<file path="src/rtl/matrix_loader3by3.sv">
// matrix_loader3by3
// Collects a serial stream of 18 unsigned entries (matrix A row-major, then
// matrix B row-major) and presents them as six packed 3-entry vectors for a
// 3x3 matrix multiplier: the rows of A and the columns of B (B transposed).
//
// Ports:
//   clk        - single clock, rising edge
//   rst_n      - asynchronous active-low reset
//   abort      - synchronous discard of the current load (vectors kept)
//   in_valid   - in_entry carries a valid entry
//   in_ready   - loader accepts an entry this cycle
//   in_entry   - serial matrix entry, ENTRY_SIZE bits
//   out_valid  - a complete A/B pair is presented
//   out_ready  - downstream consumes the pair
//   matrixAv1..3 - rows 1..3 of A, element 1 in the top ENTRY_SIZE bits
//   matrixBv1..3 - columns 1..3 of B, element 1 in the top ENTRY_SIZE bits
module matrix_loader3by3 #(
    parameter int ENTRY_SIZE  = 5,
    parameter int VECTOR_SIZE = 3 * ENTRY_SIZE
) (
    input  logic                   clk,
    input  logic                   rst_n,
    input  logic                   abort,
    input  logic                   in_valid,
    output logic                   in_ready,
    input  logic [ENTRY_SIZE-1:0]  in_entry,
    output logic                   out_valid,
    input  logic                   out_ready,
    output logic [VECTOR_SIZE-1:0] matrixAv1,
    output logic [VECTOR_SIZE-1:0] matrixAv2,
    output logic [VECTOR_SIZE-1:0] matrixAv3,
    output logic [VECTOR_SIZE-1:0] matrixBv1,
    output logic [VECTOR_SIZE-1:0] matrixBv2,
    output logic [VECTOR_SIZE-1:0] matrixBv3
);

    localparam logic [0:0] LOAD = 1'b0;
    localparam logic [0:0] FULL = 1'b1;
    localparam logic [4:0] LAST = 5'd17;

    logic [0:0]            state;
    logic [4:0]            cnt;
    // Storage in stream order: a_mem[3*(i-1)+(j-1)] holds Aij, same for B.
    logic [ENTRY_SIZE-1:0] a_mem [9];
    logic [ENTRY_SIZE-1:0] b_mem [9];
    logic                  accept;

    // in_ready is gated with rst_n so nothing looks acceptable during reset.
    assign in_ready  = rst_n & (state == LOAD);
    assign out_valid = (state == FULL);
    assign accept    = in_valid & in_ready;

    always_ff @(posedge clk or negedge rst_n) begin
        if (!rst_n) begin
            state <= LOAD;
            cnt   <= '0;
        end else if (abort) begin
            // abort wins over any simultaneous accept or consume
            state <= LOAD;
            cnt   <= '0;
        end else if (accept) begin
            if (cnt == LAST) begin
                state <= FULL;
                cnt   <= '0;
            end else begin
                cnt <= cnt + 5'd1;
            end
        end else if (state == FULL && out_ready) begin
            state <= LOAD;
        end
    end

    // Entries are only overwritten, never cleared between pairs.
    always_ff @(posedge clk or negedge rst_n) begin
        if (!rst_n) begin
            for (int k = 0; k < 9; k++) begin
                a_mem[k] <= '0;
                b_mem[k] <= '0;
            end
        end else if (!abort && accept) begin
            for (int k = 0; k < 9; k++) begin
                if (cnt == 5'(k))
                    a_mem[k] <= in_entry;
                if (cnt == 5'(k + 9))
                    b_mem[k] <= in_entry;
            end
        end
    end

    // Rows of A are contiguous in stream order.
    assign matrixAv1 = {a_mem[0], a_mem[1], a_mem[2]};
    assign matrixAv2 = {a_mem[3], a_mem[4], a_mem[5]};
    assign matrixAv3 = {a_mem[6], a_mem[7], a_mem[8]};

    // Columns of B gather every third entry (transpose).
    assign matrixBv1 = {b_mem[0], b_mem[3], b_mem[6]};
    assign matrixBv2 = {b_mem[1], b_mem[4], b_mem[7]};
    assign matrixBv3 = {b_mem[2], b_mem[5], b_mem[8]};

endmodule

</file>
<file path="config.mk">
export PLATFORM = sky130hd
export DESIGN_NAME = matrix_loader3by3
export DESIGN_NICKNAME = d
export VERILOG_FILES = /design/src/rtl/matrix_loader3by3.sv
export SDC_FILE = /design/constraint.sdc
export NUM_CORES = 1
export LEC_CHECK = 0
export ABC_CLOCK_PERIOD_IN_PS = 2400
export CORE_MARGIN = 1.5
export CORE_UTILIZATION = 33
export CTS_CLUSTER_DIAMETER = 200
export DETAILED_ROUTE_END_ITERATION = 7
export DONT_BUFFER_PORTS = 1
export GPL_TIMING_DRIVEN = 0
export SETUP_SLACK_MARGIN = 0.5
export SYNTH_ARGS = -nofsm -noshare
export SYNTH_HDL_FRONTEND = slang
export SYNTH_SLANG_ARGS = --single-unit
</file>
<file path="constraint.sdc">
create_clock -name clk -period 2.4 [get_ports clk]
set_input_delay 0.24 -clock clk [delete_from_list [all_inputs] [get_ports clk]]
set_output_delay 0.24 -clock clk [all_outputs]
set_load 0.05 [all_outputs]
</file>
======== After elaboration in Yosys (flattened, before gate mapping) ========
Cells that the tools add are included.
W data, S select, Z words.
word-level totals
  logic and storage cells ................. 74
  input bits .............................. 10
  output and inout bits ................... 92
  register bits ........................... 96
cells by class
  reductions and logical operators ........ 25
  bitwise logic cells ..................... 3
  equality and inequality tests ........... 18
  muxes and demuxes ....................... 7
  add/sub/neg operators ................... 1
operator list
  cell                   number
  $eq A5 B4 Y1 const B   8
  $reduce_and A2 Y1      19
  $eq A5 B3 Y1 const B   4
  $mux W5                3
  $eq A5 B2 Y1 const B   2
  $eq A5 B5 Y1 const B   2
  $add A5 B1 Y5 const B  1
  $eq A5 B1 Y1 const B   1
  $logic_not A5 Y1       1
  $mux W1                4
  $ne A3 B2 Y1 const B   1
  $reduce_bool A3 Y1     1
  $and A1 B1 Y1          2
  $logic_and A1 B1 Y1    2
  $reduce_bool A2 Y1     1
  $logic_not A1 Y1       1
  $not A1 Y1             1

======== Longest topological paths before layout ========
Gate-level depths: netlist of run 1.
  depth in word-level cells ............... 5
  mapped depth ............................ 6
  gate-level depth less buffers ........... 5

======== Worst setup path after synthesis of run 1 ========
No wires, ideal clock.
  path type ............................... register to register
  start point ............................. register state (netlist: out_valid)
  end point ............................... register a_mem, in the netlist matrixAv1[10]
  clock period less this slack ............ 1.948 ns
  slack ................................... 0.452 ns
  arrival ................................. 1.823 ns
  required time ........................... 2.275 ns
  library setup time ...................... 0.125 ns
  path buffers ............................ 1
  stages on the path, launching flop included .. 5
  path through ............................ dfrtp_1 -> nand4b_1 -> or3b_1 -> buf_4 -> mux2_4
between the ends
  word-level cells in the longest chain between the ends .. 5
ends and longest elaborated chain
  element                             RTL line  RTL
  from (decl)                         41        logic [0:0] state;
  from (signal assigned)              55        state <= LOAD;
  from (signal assigned)              59        state <= LOAD;
  from (signal assigned)              63        state <= FULL;
  $not A1 Y1                          49        assign in_ready = rst_n & (state == LOAD);
  $and A1 B1 Y1                       49
  $and A1 B1 Y1                       51        assign accept = in_valid & in_ready;
  $logic_and A1 B1 Y1                 80        end else if (!abort && accept) begin
  $reduce_and A2 Y1 (no source line)  --
  to (signal, indexed assignment)     83        a_mem[k] <= in_entry;
  to (decl)                           44        logic [ENTRY_SIZE-1:0] a_mem [9];
No other way between the ends.
A chain may end at the register's enable or synchronous reset.

======== Worst setup path in the final report of run 1 ========
  start point ............................. register cnt[1]
  end point ............................... register b_mem, in the netlist matrixBv3[2]
between the ends
  word-level cells in the longest chain between the ends .. 2
ends and longest elaborated chain
  element                             RTL line  RTL
  from (decl)                         42        logic [4:0] cnt;
  from (signal assigned)              66        cnt <= cnt + 5'd1;
  $eq A5 B5 Y1                        84        if (cnt == 5'(k + 9))
  $reduce_and A2 Y1 (no source line)  --
  to (signal, indexed assignment)     85        b_mem[k] <= in_entry;
  to (decl)                           45        logic [ENTRY_SIZE-1:0] b_mem [9];
No other way between the ends.

==> metrics.md, run 1 <==
| Metric | Value |
|---|---|
| First-pass GRT wire length | 13500 um |
| Antenna-violating nets left | 0 |
| Xor-xnor portion of the synthesized cell area | 0 |
| Synth Warn # | 0 |
| Die height | about 110 um |
| Worst Setup SP | cnt[1] |
| Max-Cap Viols | 0 |
| VDD IR max | about 0.00039 V |
| Max-slew violation count | 0 |
| Clock Power Share | 0.395 |
| ANT cells | 0 |
| Number of enable flip-flop cells after synthesis | 0 |
| Hold Fails Final Rpt | between 90 and 100 |
| P_leak | roughly 2.2 nW |
| Simple-Gate Fraction of Synth Area | 0.0765 |
| CTS tree | built |
| GRT Overall Usage | 0.145 |
| 1st-iter DRT viols | 141 |
| Die W | ~110 um |
| RSZ-0062 raised after global routing | true |
| Final WL | ~9000 um |
| Finish-stage setup viols | 0 |
| Setup crit end kind | register |
| Post-Syn Nets | approximately 270 |
| Crit path kind | register to register |
| Gate power share | 0.039 |
| Fin area | 4520 um2 |
| Most frequent cell after synthesis | dfrtp_1 |
| Dpl cell area | 4110 um2 |
| Clk_lat worst skew | 0.35 ns |
| Die ar. | 12600 um2 |
| Post-DP HPWL | 5810 um |
| Max Fanout on Critical Path | 6 |
| Final Power | between 3 and 4 mW |
| Reg power frac | 0.566 |
| Fmax | 538 MHz |
| Post-synthesis cell area | 3930 um2 |
| Cell taking the most area after synthesis | dfrtp_1 |
| CTS H-tree lvls | 3 |
| Switching pwr | 894 uW |
| Run status | finished, violations left |
| Critical R2R Launch | cnt[1] |
| Top-area cell type share of the netlist area | 0.612 |
| CTS buffer count | 9 |
| Ys async rst share | 1.00 |
| Initial antenna violation count | 0 |
| Maximum clock path buffer count | 2 |
| Pin count of the biggest net entering global routing | 103 |
| DRC | 8 |
| Sequential fraction of the synthesis area | 0.612 |
| Synth Register Bits | 96 |
| Netlist cell types | 34 |
| Slew @ Worst Pin | 0.694 ns |
| Final Cycle Share | 0.774 |
| Worst Clk Skew | 0.00580 ns |
| Root buffer cell | clkbuf_16 |
| Vias | 2151 |
| Grt total ovfl | 0 |
| Hold Slack | -0.416 ns |
| Synth Area in Adders | 0.0159 |
| Synth Instances | 254 |
| Primary FF master, synth | dfrtp_1 |
| I/O Buffers | 0 |
| Mux contribution to synthesized area | 0.270 |
| Via density | 5.10 |
| Share of layout cells above drive strength 1 | 0.470 |
| Clk sinks | 96 |
| Synth Area in Compound Gates | 0.00860 |
| Rel. slew slack | 0.537 |
| Internal power | 2.48 mW |
| First-pass detailed-route iteration total | 8 |
| R2r setup slk | roughly 0.54 ns |
| Synth cell count leaders | dfrtp_1, mux2_2, nand3_1, mux2_4, clkbuf_1 |
| Net Sw Frac | 0.265 |
| Min Clock Period, post-route | 1.86 ns |
| Power density cells | 747 nW/um2 |
| Area growth, synth to finish | 15.0% |
| Setup crit start kind | register |
| NumNets Final | a little under 300 |
| Crit path DAT | about 2.1 ns |
| WL/cell | roughly 21 um |
| Vias in the first global route | ~2200 |
| Critical Path RT | around 2.6 ns |
| Largest family of logic cells by synthesized area | multiplexers |
| Final TNS setup | 0 ns |
| CTS clk-pin slew, worst paths | 0.06 ns |
| Failing checks | design-rule violations, negative hold slack |
| Worst Hold Class | primary input to asynchronous set/reset pin |
| Core Region | approximately 12000 um2 |
| Post-Syn Area per Cell | 15.5 um2 |
| Final GP Congestion | 0.816 |
| Top cells by area, synth | dfrtp_1, mux2_2, mux2_4 |
| Io pins | 102 |
| Initial Util | 0.341 |
| Rows | 39 |
critical path: stages, from the launching register on:
cell,delay (ns)
dfrtp_2,0.44
inv_2,0.10
ha_4,0.17
nand4bb_4,0.17
or3_1,0.37
buf_2,0.19
mux2_4,0.30
flip-flops by register name (all words and copies together), names as in the netlist:
register	flops
matrixAv3	15
matrixAv2	15
out_valid	1
matrixBv1	15
cnt	5
matrixAv1	15
matrixBv3	15
matrixBv2	15
path summary, 6_finish.rpt:
check | cells after the start | end
worst max-delay path | 6 | matrixBv3[2]
worst min-delay path | 0 | matrixAv1[13]
worst max register to register | 6 | matrixBv3[2]
worst min register to register | 2 | cnt[1]
max in group asynchronous | 0 | cnt[1]
min in group clk | 1 | matrixAv3[0]
cell families (layout without fill, tap and decap cells):
logic type      Yosys count  count (layout)
simple gates             40              40
fa+ha+maj                 5               5
buf+inv                  16              41
mux                      91              91
compound gates            6               6
flops                    96              96
what timing repair did:
action | in CTS | in global routing
resized for setup | 2 | 13
pin swaps | 5 | 4
endpoints found under the hold margin | 96 | 96
setup buffers | 5 | 4
setup endpoints to repair | 31 | 51
routing by layer:
metal | part of all wire | track usage | up-vias
met4 | 0.016 | 0.0515 | 0
met2 | 0.46 | 0.218 | 83
met3 | 0.097 | 0.0697 | 11
li1 | - | - | 942
met1 | 0.43 | 0.181 | 1115
met5 | 0 | 0 | -
stage by stage:
step	instances	util	worst slack, ns
after global routing	422	0.392	0.478
after CTS	418	0.384	0.451
after detailed placement	397	0.357	0.331
final	422	0.392	0.542
after global placement	397	0.357	0.328
after floorplan	254	-	0.530
final cells by class:
cell class | count | area, um2
repair buffers | 9 | 71.3
flip-flops and latches | 96 | 2410
clock inverters | 4 | 30.0
fillers | 1084 | 7000
clock buffers | 12 | 246
plain buffers | 11 | 52.6
multi-input cells | 142 | 1510
inverters | 5 | 18.8
well taps | 143 | 179
power groups by stage:
| stage | Clock [mW] | Combinational, mW | Sequential [mW] |
|---|---|---|---|
| 3_5_place_dp | 0 | 0.121 | 1.94 |
| 5_1_grt | 1.42 | 0.145 | 1.91 |
| 3_3_place_gp | 0 | 0.119 | 1.94 |
| 6_report | 1.33 | 0.133 | 1.91 |
| 2_1_floorplan | 0 | 0.0996 | 1.93 |
| 4_1_cts | 1.37 | 0.124 | 1.91 |
cells in the final DEF (no fill, tap or decap), types with 2 or more instances in the layout:
cell type	Yosys	routed
buf_4	1	8
buf_2	3	3
ha_4	0	2
mux2_1	2	2
nand4b_1	2	2
nand3_1	12	12
clkbuf_1	7	9
nand4_1	2	2
clkbuf_16	0	9
dfrtp_1	96	93
inv_2	0	2
buf_6	0	2
mux2_4	10	10
nor3b_4	1	2
ha_1	5	3
nand2_1	5	5
dfrtp_2	0	3
inv_1	5	3
nand3b_1	3	3
a21oi_1	4	4
clkinv_4	0	2
mux2_2	78	78
Note: power is estimated with default switching activity, not from simulation.
==> run 2, diff against run 1 <==
--- a/config.mk
+++ b/config.mk
@@ -5,7 +5,7 @@
 export SDC_FILE = /design/constraint.sdc
 export NUM_CORES = 1
 export LEC_CHECK = 0
-export ABC_CLOCK_PERIOD_IN_PS = 2400
+export ABC_CLOCK_PERIOD_IN_PS = 1500
 export CORE_MARGIN = 1.5
 export CORE_UTILIZATION = 33
 export CTS_CLUSTER_DIAMETER = 200
==> constraint.sdc (replaced) <==
create_clock -name clk -period 1.5 [get_ports clk]
set_input_delay 0.15 -clock clk [delete_from_list [all_inputs] [get_ports clk]]
set_output_delay 0.15 -clock clk [all_outputs]
set_load 0.05 [all_outputs]
==> run 2 against run 1 <==
Against the previous run: the flow finishes with violations (design-rule violations, negative hold slack, negative setup slack); power rose by 67%; maximum frequency rose by 0.18%; sequential share of layout area fell by 4.8 points; clock-buffer cell count did not move; design area rose by 14%; via count rose by 5.4%; sequential power rose by 61%; combinational power rose by 130%; highest routed layer unchanged.
==> metrics.md, run 2 (same netlist as run 1, synthesis figures left out) <==
| Metric | Value |
|---|---|
| GRT Overall Usage | 0.160 (+0.0152) |
| Via density | 5.07 (-0.46%) |
| Final GP Congestion | 0.768 (-5.9%) |
| I/O Buffers | 0 (unchanged) |
| RSZ-0062 raised after global routing | true |
| Pin count of the biggest net entering global routing | 103 (unchanged) |
| Min Clock Period, post-route | 1.85 ns (-0.00342 ns) |
| Internal power | 4.18 mW (+69%) |
| Grt total ovfl | 0 (unchanged) |
| Share of layout cells above drive strength 1 | 0.826 (+0.356) |
| Final WL | 9640 um (+9.4%) |
| CTS buffer count | 9 (unchanged) |
| Net Sw Frac | 0.260 (-0.00513) |
| 1st-iter DRT viols | 139 (-1.4%) |
| Fmax | 539 MHz (+0.18%) |
| DRC | 17 (+9) |
| Rel. slew slack | 0.609 (+0.0717) |
| CTS clk-pin slew, worst paths | 0.06 ns (about the same) |
| Initial antenna violation count | 0 (unchanged) |
| Dpl cell area | 4280 um2 (+4.2%) |
| NumNets Final | 315 (+9.0%) |
| Clk_lat worst skew | 0.35 ns (about the same) |
| Rows | 39 (unchanged) |
| Failing checks | design-rule violations, negative hold slack, negative setup slack |
| Non-Filler Instances | 447 (+5.9%) |
| CTS Hold Bufs | 6 |
| CTS tree | built |
| Critical R2R Launch | out_valid |
| Hold Fails Final Rpt | 96 (unchanged) |
| Max-Cap Viols | 0 (unchanged) |
| Die W | 112 um (unchanged) |
| Io pins | 102 (unchanged) |
| Maximum clock path buffer count | 2 (unchanged) |
| Worst Setup SP | out_valid |
| Max Fanout on Critical Path | 8 (+2) |
| Dpl cells | 397 (unchanged) |
| Slew @ Worst Pin | 0.587 ns (-0.108 ns) |
| Die ar. | 12600 um2 (unchanged) |
| Crit path DAT | 2.09 ns (about the same) |
| Post-DP HPWL | 5940 um (+2.2%) |
| Finish-stage setup viols | 92 (+92) |
| Worst Hold Class | primary input to asynchronous set/reset pin |
| Initial Util | 0.341 (unchanged) |
| Core Region | 11500 um2 (unchanged) |
| P_leak | 2.28 nW (+2.7%) |
| Setup slack after layout | -0.355 ns (-0.897 ns) |
| ANT cells | 0 (unchanged) |
| Final Cycle Share | 1.24 (+0.462) |
| Vias in the first global route | 2395 (+7.0%) |
| Setup crit start kind | register |
| Most frequent cells in the layout | dfrtp_2, mux2_2, mux2_4 |
| Critical Path RT | 1.73 ns (-0.90 ns) |
| Power density cells | 1090 nW/um2 (+46%) |
| Crit path kind | register to register |
| VDD IR max | 0.000616 V (+58%) |
| Area growth, synth to finish | 31.5% |
| Root buffer cell | clkbuf_16 |
| Die height | 112 um (unchanged) |
| Antenna-violating nets left | 0 (unchanged) |
| Reg power frac | 0.543 (-0.023) |
| Hold Slack | -0.506 ns (-0.0904 ns) |
| Final TNS setup | -16.16 ns (-16.16 ns) |
| WL/cell | 21.6 um (+3.3%) |
| CTS H-tree lvls | 3 (unchanged) |
| Gate power share | 0.054 (+0.015) |
| Fin area | 5160 um2 (+14%) |
| Max-slew violation count | 0 (unchanged) |
| Vias | 2268 (+5.4%) |
| Worst Clk Skew | 0.00672 ns (+0.000920 ns) |
| Switching pwr | 1.47 mW (+64%) |
| Clk sinks | 96 (unchanged) |
| First-pass GRT wire length | 14700 um (+9.4%) |
| Leading cell type in the layout, fill and taps excluded | dfrtp_2 |
| Setup crit end kind | register |
| Run status | finished, violations left |
| First-pass detailed-route iteration total | 6 (-2) |
| Clock Power Share | 0.402 (+0.007) |
run 2: cell count changes in the layout (fill, tap and decap cells not counted), moves of 3 or more:
cell,delta
mux2_4,+17
a21oi_2,+3
nand3_4,+9
dfrtp_1,-77
buf_6,+11
buf_4,+12
nand3_1,-10
dlygate4sd3_1,+6
mux2_2,-15
ha_1,-3
buf_2,-3
dfrtp_2,+76
a21oi_1,-3
run 2: layer usage:
| metal | GRT usage | wire length (um) | up-vias |
|---|---|---|---|
| met2 | 0.244 | 4620 | 74 |
| met1 | 0.199 | 4060 | 1176 |
| met5 | 0 | 0 | - |
| li1 | - | - | 1002 |
| met3 | 0.0713 | 754 | 16 |
| met4 | 0.0633 | 205 | 0 |
run 2: final cells by class:
| type | count | area, um2 |
|---|---|---|
| Buffer | 11 | 75.1 |
| Clock buffer | 12 | 246 |
| Clock inverter | 3 | 42.5 |
| Fill cell | 1016 | 6350 |
| Inverter | 5 | 18.8 |
| Multi-Input combinational cell | 142 | 1770 |
| Sequential cell | 96 | 2500 |
| Tap cell | 143 | 179 |
| Timing Repair Buffer | 35 | 324 |
run 2: critical path, cell delays in order, from the launching register on:
cell and delay (ns):
dfrtp_4 0.59, nand4b_1 0.28, or3b_4 0.42, buf_6 0.15
mux2_4 0.29
run 2: final timing paths:
path	depth (start not counted)	to	slack, ns
max	4	matrixAv1[12]	-0.35
min	0	matrixBv1[4]	-0.51
max reg2reg	4	matrixAv1[12]	-0.35
min reg2reg	2	cnt[0]	0.62
max in group asynchronous	0	matrixBv1[13]	1.81
min in group clk	3	matrixBv1[11]	0.15
run 2: repair_timing:
item,CTS,global route
pin swaps,11,11
setup endpoints to repair,188,188
setup buffers,18,11
gates cloned,0,0
resized for setup,92,33
hold endpoints to repair,137,96
run 2: power by group through the flow:
stage	clock, mW	combinational (mW)	sequential, mW
6_report	2.27	0.307	3.07
5_1_grt	2.44	0.333	3.07
4_1_cts	2.33	0.272	3.07
3_5_place_dp	0	0.212	3.11
3_3_place_gp	0	0.203	3.10
2_1_floorplan	0	0.172	3.08
run 2: metrics by stage:
step / setup WS, ns / utilization / total power, mW
final: -0.355 / 0.448 / 5.64
after global routing: -0.410 / 0.448 / 5.84
after CTS: -0.350 / 0.430 / 5.67
after detailed placement: -0.526 / 0.372 / 3.32
after global placement: -0.503 / 0.372 / 3.31
after floorplan: -0.339 / - / 3.25
==> run 3, diff against run 2 <==
--- a/config.mk
+++ b/config.mk
@@ -13,6 +13,8 @@
 export DONT_BUFFER_PORTS = 1
 export GPL_TIMING_DRIVEN = 0
 export SETUP_SLACK_MARGIN = 0.5
+export SKIP_CTS_REPAIR_TIMING = 1
+export SKIP_LAST_GASP = 1
 export SYNTH_ARGS = -nofsm -noshare
 export SYNTH_HDL_FRONTEND = slang
 export SYNTH_SLANG_ARGS = --single-unit
==> run 3 against run 2 <==
Against the previous run: cell count down 3.8%; global-route usage shrank 1.1 points; the run still ends with design-rule violations, negative hold slack, negative setup slack left; worst setup slack got worse by 0.051 ns; clock power about the same; die area did not move; sequential cell count stayed put.
==> metrics.md, run 3 (same netlist as run 1, synthesis figures left out) <==
| Metric | Value |
|---|---|
| Initial antenna violation count | 0 (unchanged) |
| Setup crit end kind | register |
| Setup slack after layout | -0.406 ns (-0.0511 ns) |
| Slowest Stage Delay on Critical Path | 0.55 ns (-0.04 ns) |
| WL/cell | 21.7 um (+0.62%) |
| 1st-iter DRT viols | 152 (+9.4%) |
| Share of layout cells above drive strength 1 | 0.787 (-0.0382) |
| Via density | 5.10 (+0.56%) |
| Most frequent cells in the layout | dfrtp_2, mux2_2, mux2_4 |
| Crit path DAT | 2.14 ns (+0.05 ns) |
| Critical Path, Cell by Cell | nand3b_1, or3_1, buf_2, mux2_4 |
| NumNets Final | 298 (-5.4%) |
| P_leak | 2.18 nW (-4.3%) |
| R2r setup slk | -0.41 ns (-0.05 ns) |
| Max-Cap Viols | 0 (unchanged) |
| WP depth | 4 (unchanged) |
| Hold Fails Final Rpt | 96 (unchanged) |
| VDD IR max | 0.000624 V (+1.3%) |
| Io pins | 102 (unchanged) |
| Rows | 39 (unchanged) |
| CTS tree | built |
| Leading cell type in the layout, fill and taps excluded | dfrtp_2 |
| Finish-stage setup viols | 92 (unchanged) |
| First-pass detailed-route iteration total | 8 (+2) |
| Power density cells | 1150 nW/um2 (+5.0%) |
| GRT Overall Usage | 0.148 (-0.0114) |
| Core Region | 11500 um2 (unchanged) |
| CTS H-tree lvls | 3 (unchanged) |
| Maximum clock path buffer count | 2 (unchanged) |
| Area growth, synth to finish | 24.0% |
| ANT cells | 0 (unchanged) |
| Final TNS setup | -17.67 ns (-1.52 ns) |
| Final Cycle Share | 1.27 (+0.0341) |
| Die W | 112 um (unchanged) |
| Max-slew violation count | 0 (unchanged) |
| Die height | 112 um (unchanged) |
| Critical Path RT | 1.73 ns (about the same) |
| Rel. slew slack | 0.377 (-0.232) |
| Vias | 2194 (-3.3%) |
| Grt total ovfl | 0 (unchanged) |
| Clk sinks | 96 (unchanged) |
| Hold Slack | -0.504 ns (+0.00251 ns) |
| Root buffer cell | clkbuf_16 |
| CTS clk-pin slew, worst paths | 0.06 ns (about the same) |
| Failing checks | design-rule violations, negative hold slack, negative setup slack |
| Slowest cell on crit path | dfrtp_2 |
| Vias in the first global route | 2257 (-5.8%) |
| CTS buffer count | 9 (unchanged) |
| Max Fanout on Critical Path | 8 (unchanged) |
| RSZ-0062 raised after global routing | true |
| Crit path max-delay family | simple AND/OR/NAND/NOR gates |
| Pin count of the biggest net entering global routing | 103 (unchanged) |
| Critical path buffers and inverters | 1 (unchanged) |
| DRC | 9 (-8) |
| DP Worst Slack | -0.526 ns (unchanged) |
| Min Clock Period, post-route | 1.91 ns (+0.0511 ns) |
| Final GP Congestion | 0.768 (unchanged) |
| Clk_lat worst skew | 0.35 ns (about the same) |
| Fmax | 525 MHz (-2.7%) |
| Fill cells | 1041 (+2.5%) |
| First-pass GRT wire length | 13700 um (-7.0%) |
| Antenna-violating nets left | 0 (unchanged) |
| Slew @ Worst Pin | 0.933 ns (+0.347 ns) |
| I/O Buffers | 0 (unchanged) |
| Post-DP HPWL | 5940 um (unchanged) |
| Worst Hold Class | primary input to asynchronous set/reset pin |
| Run status | finished, violations left |
| R2R cell count | 4 (unchanged) |
| Crit path kind | register to register |
| Util after Layout | 0.423 (-0.0254) |
| Worst Clk Skew | 0.00619 ns (-0.000524 ns) |
| Final WL | 9330 um (-3.2%) |
| Die ar. | 12600 um2 (unchanged) |
| Setup crit start kind | register |
| Initial Util | 0.341 (unchanged) |
| Final Power | 5.59 mW (-0.96%) |
[run 3: changes by cell type in the layout (fill, tap and decap cells not counted), moves of 3 or more]
cell     delta
mux2_2      +3
buf_4      -10
mux2_4      -3
nand3_1     +3
buf_6       -9
nand3_4     -5
dfrtp_2     +3
[run 3: path summary, 6_finish.rpt]
path                           start            end
setup / recovery           out_valid   matrixBv3[3]
hold / removal                 rst_n   matrixBv1[4]
setup reg to reg           out_valid   matrixBv3[3]
hold reg to reg               cnt[0]         cnt[0]
max in group asynchronous      rst_n  matrixBv1[13]
min in group clk           out_ready      out_valid
[run 3: per-stage QoR]
step	cell area, um2	cells	hold slack, ns
after floorplan	4100	254	-0.146
after global placement	4280	397	-0.142
after detailed placement	4280	397	-0.141
after CTS	4570	412	-0.520
after global routing	4870	430	-0.525
final	4870	430	-0.504
[run 3: report_power, final]
part,switching [mW],internal (mW)
logic,0.121,0.135
registers,0.382,2.68
clock network,0.942,1.33
[run 3: worst reg2reg max path: stages (launching register included)]
cell	delay [ns]
dfrtp_2	0.55
nand3b_1	0.35
or3_1	0.40
buf_2	0.19
mux2_4	0.31
[run 3: final cells by class]
type                            count  area [um2]  share of cell area
Buffer                             11        60.1              0.0123
Clock buffer                       12         246              0.0506
Clock inverter                      3        42.5             0.00873
Inverter                            5        21.3             0.00437
Multi-Input combinational cell    142        1650               0.339
Sequential cell                    96        2500               0.514
Tap cell                          143         179              0.0367
Timing Repair Buffer               18         168              0.0344
[run 3: per-layer routing]
metal	GRT usage	vias up	wire, um
li1	-	966	-
met1	0.187	1139	3990
met2	0.219	75	4360
met3	0.0713	14	780
met4	0.0608	0	199
met5	0	-	0
